**config.mk**
```make
export PLATFORM = sky130hd
export DESIGN_NAME = instr_fetch_unit
export DESIGN_NICKNAME = d
export VERILOG_FILES = /design/src/rtl/mips_pkg.sv /design/src/rtl/sync_fifo.sv /design/src/rtl/instr_fetch_unit.sv
export SDC_FILE = /design/constraint.sdc
export NUM_CORES = 1
export LEC_CHECK = 0
export CORE_ASPECT_RATIO = 0.8
export CORE_MARGIN = 1.5
export CORE_UTILIZATION = 56
export CTS_CLUSTER_DIAMETER = 150
export DETAILED_ROUTE_END_ITERATION = 8
export GPL_TIMING_DRIVEN = 0
export PLACE_DENSITY = 0.83
export SLEW_MARGIN = 20
export SYNTH_ARGS = -nofsm -noshare
export SYNTH_HDL_FRONTEND = slang
export SYNTH_SLANG_ARGS = --single-unit
```
**constraint.sdc**
```tcl
create_clock -name clk -period 4.1 [get_ports clk]
set_input_delay 0.82 -clock clk [delete_from_list [all_inputs] [get_ports clk]]
set_output_delay 0.82 -clock clk [all_outputs]
set_load 0.02 [all_outputs]
```
**src/rtl/mips_pkg.sv**
```systemverilog
// Shared definitions for the MIPS core front end: machine width, instruction size
// and the fetch entry that pairs an instruction word with its PC.
package mips_pkg;
    localparam int XLEN        = 32;
    localparam int INSTR_BYTES = 4;

    typedef struct packed {
        logic [XLEN-1:0] pc;
        logic [XLEN-1:0] instr;
    } fetch_entry_t;

    function automatic logic [XLEN-1:0] next_pc(input logic [XLEN-1:0] pc);
        return pc + XLEN'(INSTR_BYTES);
    endfunction
endpackage

```
**src/rtl/sync_fifo.sv**
```systemverilog
// Single-clock FIFO with occupancy count and a flush that empties it in one cycle.
// DEPTH must be a power of two so the pointers wrap naturally.
module sync_fifo #(
    parameter int WIDTH = 64,
    parameter int DEPTH = 4
) (
    input  logic                     clk,
    input  logic                     rst_n,
    input  logic                     i_flush,
    input  logic                     i_push,
    input  logic [WIDTH-1:0]         i_data,
    input  logic                     i_pop,
    output logic [WIDTH-1:0]         o_data,
    output logic                     o_empty,
    output logic [$clog2(DEPTH):0]   o_count
);
    localparam int AW = $clog2(DEPTH);
    localparam int CW = AW + 1;

    logic [WIDTH-1:0] r_mem [DEPTH];
    logic [AW-1:0]    r_wr_ptr;
    logic [AW-1:0]    r_rd_ptr;
    logic [CW-1:0]    r_count;
    logic             w_push;
    logic             w_pop;

    assign o_empty = (r_count == '0);
    assign o_count = r_count;
    assign o_data  = r_mem[r_rd_ptr];
    assign w_push  = i_push && !i_flush;
    assign w_pop   = i_pop && !o_empty && !i_flush;

    always_ff @(posedge clk or negedge rst_n) begin
        if (!rst_n) begin
            r_wr_ptr <= '0;
            r_rd_ptr <= '0;
            r_count  <= '0;
        end else if (i_flush) begin
            r_wr_ptr <= '0;
            r_rd_ptr <= '0;
            r_count  <= '0;
        end else begin
            if (w_push) r_wr_ptr <= r_wr_ptr + AW'(1);
            if (w_pop)  r_rd_ptr <= r_rd_ptr + AW'(1);
            r_count <= r_count + CW'(w_push) - CW'(w_pop);
        end
    end

    // Storage is not reset; consumers qualify the head with o_empty.
    always_ff @(posedge clk) begin
        if (w_push) r_mem[r_wr_ptr] <= i_data;
    end

    a_no_overflow: assert property (@(posedge clk) disable iff (!rst_n)
        w_push |-> (r_count != CW'(DEPTH)));
endmodule

```
**src/rtl/instr_fetch_unit.sv**
```systemverilog
// MIPS instruction fetch: owns the PC, issues credit-limited requests to a
// variable-latency memory, and queues responses for decode. Redirects flush everything.
module instr_fetch_unit
    import mips_pkg::*;
#(
    parameter int          DEPTH    = 4,
    parameter logic [31:0] RESET_PC = 32'h0000_0000
) (
    input  logic        clk,
    input  logic        rst_n,
    output logic        imem_req_valid,
    input  logic        imem_req_ready,
    output logic [31:0] imem_req_addr,
    input  logic        imem_rsp_valid,
    input  logic [31:0] imem_rsp_data,
    output logic        instr_valid,
    input  logic        instr_ready,
    output logic [31:0] instr,
    output logic [31:0] instr_pc,
    input  logic        redirect_valid,
    input  logic [31:0] redirect_pc
);
    localparam int          CW      = $clog2(DEPTH) + 1;
    localparam logic [CW:0] CREDITS = (CW+1)'(DEPTH);

    logic            r_run;
    logic [XLEN-1:0] r_fetch_pc;
    logic [XLEN-1:0] r_rsp_pc;
    logic [CW-1:0]   r_outstanding;
    logic [CW-1:0]   r_drop_cnt;

    logic [CW-1:0]   w_count;
    logic            w_empty;
    fetch_entry_t    w_head;
    fetch_entry_t    w_push_entry;
    logic [CW:0]     w_inflight;
    logic [CW-1:0]   w_out_after_rsp;
    logic [XLEN-1:0] w_redirect_pc;
    logic            w_req_fire;
    logic            w_rsp_drop;
    logic            w_push;
    logic            w_pop;

    // Credit uses registered occupancy only, so a pop frees its slot one cycle later.
    assign w_inflight     = {1'b0, w_count} + {1'b0, r_outstanding};
    assign imem_req_valid = r_run && !redirect_valid && (w_inflight < CREDITS);
    assign imem_req_addr  = r_fetch_pc;
    assign w_req_fire     = imem_req_valid && imem_req_ready;

    assign w_redirect_pc   = redirect_pc & ~32'h3;
    assign w_rsp_drop      = imem_rsp_valid && (r_drop_cnt != '0);
    assign w_push          = imem_rsp_valid && !w_rsp_drop && !redirect_valid;
    assign w_pop           = instr_valid && instr_ready && !redirect_valid;
    assign w_out_after_rsp = r_outstanding - CW'(imem_rsp_valid);

    // Responses return in order, so the next kept response always belongs to r_rsp_pc.
    assign w_push_entry = '{pc: r_rsp_pc, instr: imem_rsp_data};

    assign instr_valid = !w_empty;
    assign instr       = w_empty ? '0 : w_head.instr;
    assign instr_pc    = w_empty ? '0 : w_head.pc;

    sync_fifo #(
        .WIDTH($bits(fetch_entry_t)),
        .DEPTH(DEPTH)
    ) u_queue (
        .clk    (clk),
        .rst_n  (rst_n),
        .i_flush(redirect_valid),
        .i_push (w_push),
        .i_data (w_push_entry),
        .i_pop  (w_pop),
        .o_data (w_head),
        .o_empty(w_empty),
        .o_count(w_count)
    );

    always_ff @(posedge clk or negedge rst_n) begin
        if (!rst_n) begin
            r_run         <= 1'b0;
            r_fetch_pc    <= RESET_PC;
            r_rsp_pc      <= RESET_PC;
            r_outstanding <= '0;
            r_drop_cnt    <= '0;
        end else begin
            r_run <= 1'b1;
            if (redirect_valid) begin
                // Everything still in flight after this cycle belongs to the old path.
                r_fetch_pc    <= w_redirect_pc;
                r_rsp_pc      <= w_redirect_pc;
                r_outstanding <= w_out_after_rsp;
                r_drop_cnt    <= w_out_after_rsp;
            end else begin
                if (w_req_fire) r_fetch_pc <= next_pc(r_fetch_pc);
                if (w_push)     r_rsp_pc   <= next_pc(r_rsp_pc);
                r_outstanding <= w_out_after_rsp + CW'(w_req_fire);
                if (w_rsp_drop) r_drop_cnt <= r_drop_cnt - CW'(1);
            end
        end
    end

    a_rsp_has_request: assert property (@(posedge clk) disable iff (!rst_n)
        imem_rsp_valid |-> (r_outstanding != '0));
    a_drop_bounded: assert property (@(posedge clk) disable iff (!rst_n)
        r_drop_cnt <= r_outstanding);
endmodule

```
==> reports/metrics.yaml <==
timing:
  tightest_slew_ns: 0.771
  fmax_ghz: 0.257
  max_slew_margin: 0.486
  final-hold-violation-count: 0
  clock_skew_ns: 0.0127
  setup_viol: 0
  timing.final.crit_period_ns: 3.89
  slew_violations: 0
  fin_crit_sh: 0.950
  rsz0062_at_grt: "false"
power_and_ir_drop:
  p_per_area_mw_per_mm2: 559
  peakVddDrop_mv: 0.356
  p_leak_nw: 5.87
clock_network:
  clock_latency_ns: 0.56
  cts_resized: 0
  cts_setup_buffers: 0
  cts_tree: "done"
  cts_root_buffer: "clkbuf_16"
  clock_path_buffers: 3
  clkTransAtPathRegs_ns: 0.07
  cts_made_buffers: 31
  h-tree-depth: 1
  cts.sinks: 322
  ctsHoldBuffers: 0
die:
  core-area_mm2: 0.0242
  fp-row-count: 51
  dieHeight_um: 143
  start_util: 0.567
  io_pins: 168
  die_area_mm2: 0.0255
  chipWidth_um: 178
cells_and_area:
  fin_util: 0.698
  drive_gt1_frac: 0.157
  fill_cells: 1552
  diodes: 0
  final_nets: 1148
  area_growth_pct: 23.1
  design_area_mm2: 0.0169
routing:
  wl_per_cell_um: 21.5
  totalWireLength_um: 30200
  via_per_inst: 5.95
  drt_iter0_markers: 782
  vias: 8354
  ant_nets: 0
  first_pass_iters: 5
  route.detailed.drc: 0
worst_setup_path:
  timing.critical_path.fanout_max: 10
  crit_start: "u_queue.r_rd_ptr[1]"
  cp.required_ns: 3.28
  crit_path_end_kind: "primary output"
  cp_top_family: "buffers and inverters"
  r2r_start: "u_queue.o_count[1]"
  ff2ff_path_depth: 11
  crit_slowest_cell: "clkbuf_1"
  cp_common_cell: "clkbuf_1"
  crit_arrival_ns: 3.07
  critical_path_buf_inv_count: 3
  crit_cells: 5
  start_kind: "flop"
  worst_path_largest_cell_delay_ns: 0.56
  path_class: "flop to primary output"
  path_cells: "clkbuf_1 > clkbuf_1 > mux4_2 > and2_1 > clkdlybuf4s50_1"
grt:
  grt_pass1_vias: 8325
  grt_max_degree: 48
  grt_usage: 0.244
  antenna_found_initial: 0
  globalRoute.totalOverflow: 0
  grt_first_pass_wirelength_um: 46800
synth:
  synthFlopType: "edfxtp_1"
  ys.warnings.count: 0
  synth_edf_count: 248
  syn_avg_cell_area_um2: 16.0
  seq_area_frac_synth: 0.678
  syn-cell-area_mm2: 0.0137
  netlist_instances: 859
  synth_cell_types: 54
  synth_seq_cells: 322
  synthArstFlopShare: 0.230
placed_design:
  routabilityCongestion: 0.924
  place_area_mm2: 0.0159
  dp_hpwl_um: 20000
  port_buffers: 161
run:
  maxCapViolCount: 0
min_path:
  min_path_type: "input port to asynchronous set/reset pin"
outcome:
  status: "completed"
final cells by class:
cell class	count	area (um^2)	share of cell area
Sequential cell	322	9300	0.550
Multi-Input combinational cell	478	4180	0.248
Clock inverter	25	250	0.0148
Buffer	41	183	0.0108
Tap cell	318	398	0.0236
Timing Repair Buffer	166	1720	0.102
Clock buffer	33	783	0.0464
Inverter	21	78.8	0.00467
synth_stat cells, types with 11 or more instances:
master,number,share of area
mux2_2,14,0.011
and2_1,71,0.032
mux4_2,62,0.10
xnor2_1,17,0.011
inv_1,20,0.0055
buf_2,11,0.0040
nand2_1,51,0.014
dfrtp_1,74,0.13
nand3_1,39,0.014
edfxtp_1,248,0.54
nor2_1,30,0.0082
clkbuf_1,25,0.0068
nand4_1,19,0.0087
o21ai_0,22,0.0080
ha_1,16,0.015
xor2_1,28,0.018
path summary, 6_finish.rpt:
check                                       end  slack, ns
min                           imem_req_addr[27]       0.24
max reg2reg                  u_queue.o_count[2]       1.20
max                                instr_pc[12]       0.21
min reg2reg                u_queue.r_mem[0][63]       0.58
max in group asynchronous          r_rsp_pc[15]       3.26
min in group clk           u_queue.r_mem[0][63]       0.58
stage by stage:
stage	worst slack [ns]	std cells	power, mW	hold slack [ns]	setup TNS, ns
final	0.207	1404	9.44	0.242	0
after global routing	0.0546	1404	9.87	0.263	0
after detailed placement	-0.0971	1346	6.67	0.564	-0.134
after global placement	-0.966	1341	6.60	0.535	-258.20
after floorplan	0.902	862	5.50	0.494	0
after CTS	0.134	1404	9.52	0.243	0
per-layer routing:
| layer | GRT usage | part of all wire | wire, um | vias up |
|---|---|---|---|---|
| met5 | 0 | 0 | 0 | - |
| met4 | 0.0575 | 0.019 | 559 | 0 |
| met3 | 0.0447 | 0.093 | 2800 | 50 |
| met2 | 0.387 | 0.46 | 14000 | 472 |
| met1 | 0.356 | 0.42 | 12800 | 4140 |
| li1 | - | - | - | 3692 |
layout by cell type (no fill, tap or decap), types with 5 or more instances in the layout:
| master | Yosys | layout |
|---|---|---|
| o311ai_0 | 5 | 5 |
| o21ai_1 | 8 | 8 |
| buf_4 | 4 | 5 |
| nand3_1 | 39 | 39 |
| mux2_2 | 14 | 14 |
| and3_1 | 10 | 10 |
| nor2_1 | 30 | 30 |
| buf_2 | 11 | 11 |
| o21ai_0 | 22 | 22 |
| conb_1 | 2 | 5 |
| clkbuf_16 | 0 | 31 |
| inv_1 | 20 | 20 |
| mux2i_1 | 6 | 6 |
| inv_6 | 0 | 5 |
| nand4_1 | 19 | 19 |
| and2_1 | 71 | 67 |
| edfxtp_1 | 248 | 248 |
| clkinv_2 | 0 | 9 |
| clkdlybuf4s50_1 | 0 | 160 |
| clkbuf_1 | 25 | 27 |
| nand2_1 | 51 | 51 |
| o211ai_1 | 8 | 8 |
| a21oi_1 | 9 | 9 |
| ha_1 | 16 | 16 |
| xnor2_1 | 17 | 17 |
| xor2_1 | 28 | 28 |
| nor3_1 | 7 | 7 |
| mux4_2 | 62 | 62 |
| dfrtp_1 | 74 | 74 |
worst reg2reg max path: stages (launching register included):
cell      delay (ns)
dfrtp_1         0.44
or3_1           0.20
clkbuf_1        0.61
nand2_1         0.21
nor2_1          0.21
ha_1            0.27
inv_1           0.06
ha_1            0.14
inv_1           0.05
fa_1            0.37
xnor2_1         0.17
nor2_1          0.05
where the power goes:
part	internal, mW	leakage (nW)	switching [mW]	total (mW)
logic	1.30	2.23	1.39	2.69
registers	3.71	3.13	0.192	3.90
clock network	1.60	0.505	1.25	2.85
registers in the layout, indices dropped and copies added (netlist names):
signal,cells
u_queue.r_mem,248
imem_req_addr,30
r_rsp_pc,30
r_drop_cnt,3
r_outstanding,3
u_queue.o_count,3
u_queue.r_rd_ptr,2
u_queue.r_wr_ptr,2
r_run,1
cell families (layout without fill, tap and decap cells):
logic type                 count (synthesis)  in the layout  share of synthesized area
xor gates and xnor gates                  45             45                     0.0287
muxes                                     82             82                      0.118
and+or+nand+nor                          260            260                      0.108
other                                      2              5                   0.000547
DFF                                      322            322                      0.678
adders and majority gates                 17             17                     0.0160
buffers and inverters                     62            286                     0.0191
AOI/OAI and AO/OA                         69             69                     0.0319
Power figures use the tool's default switching activity.
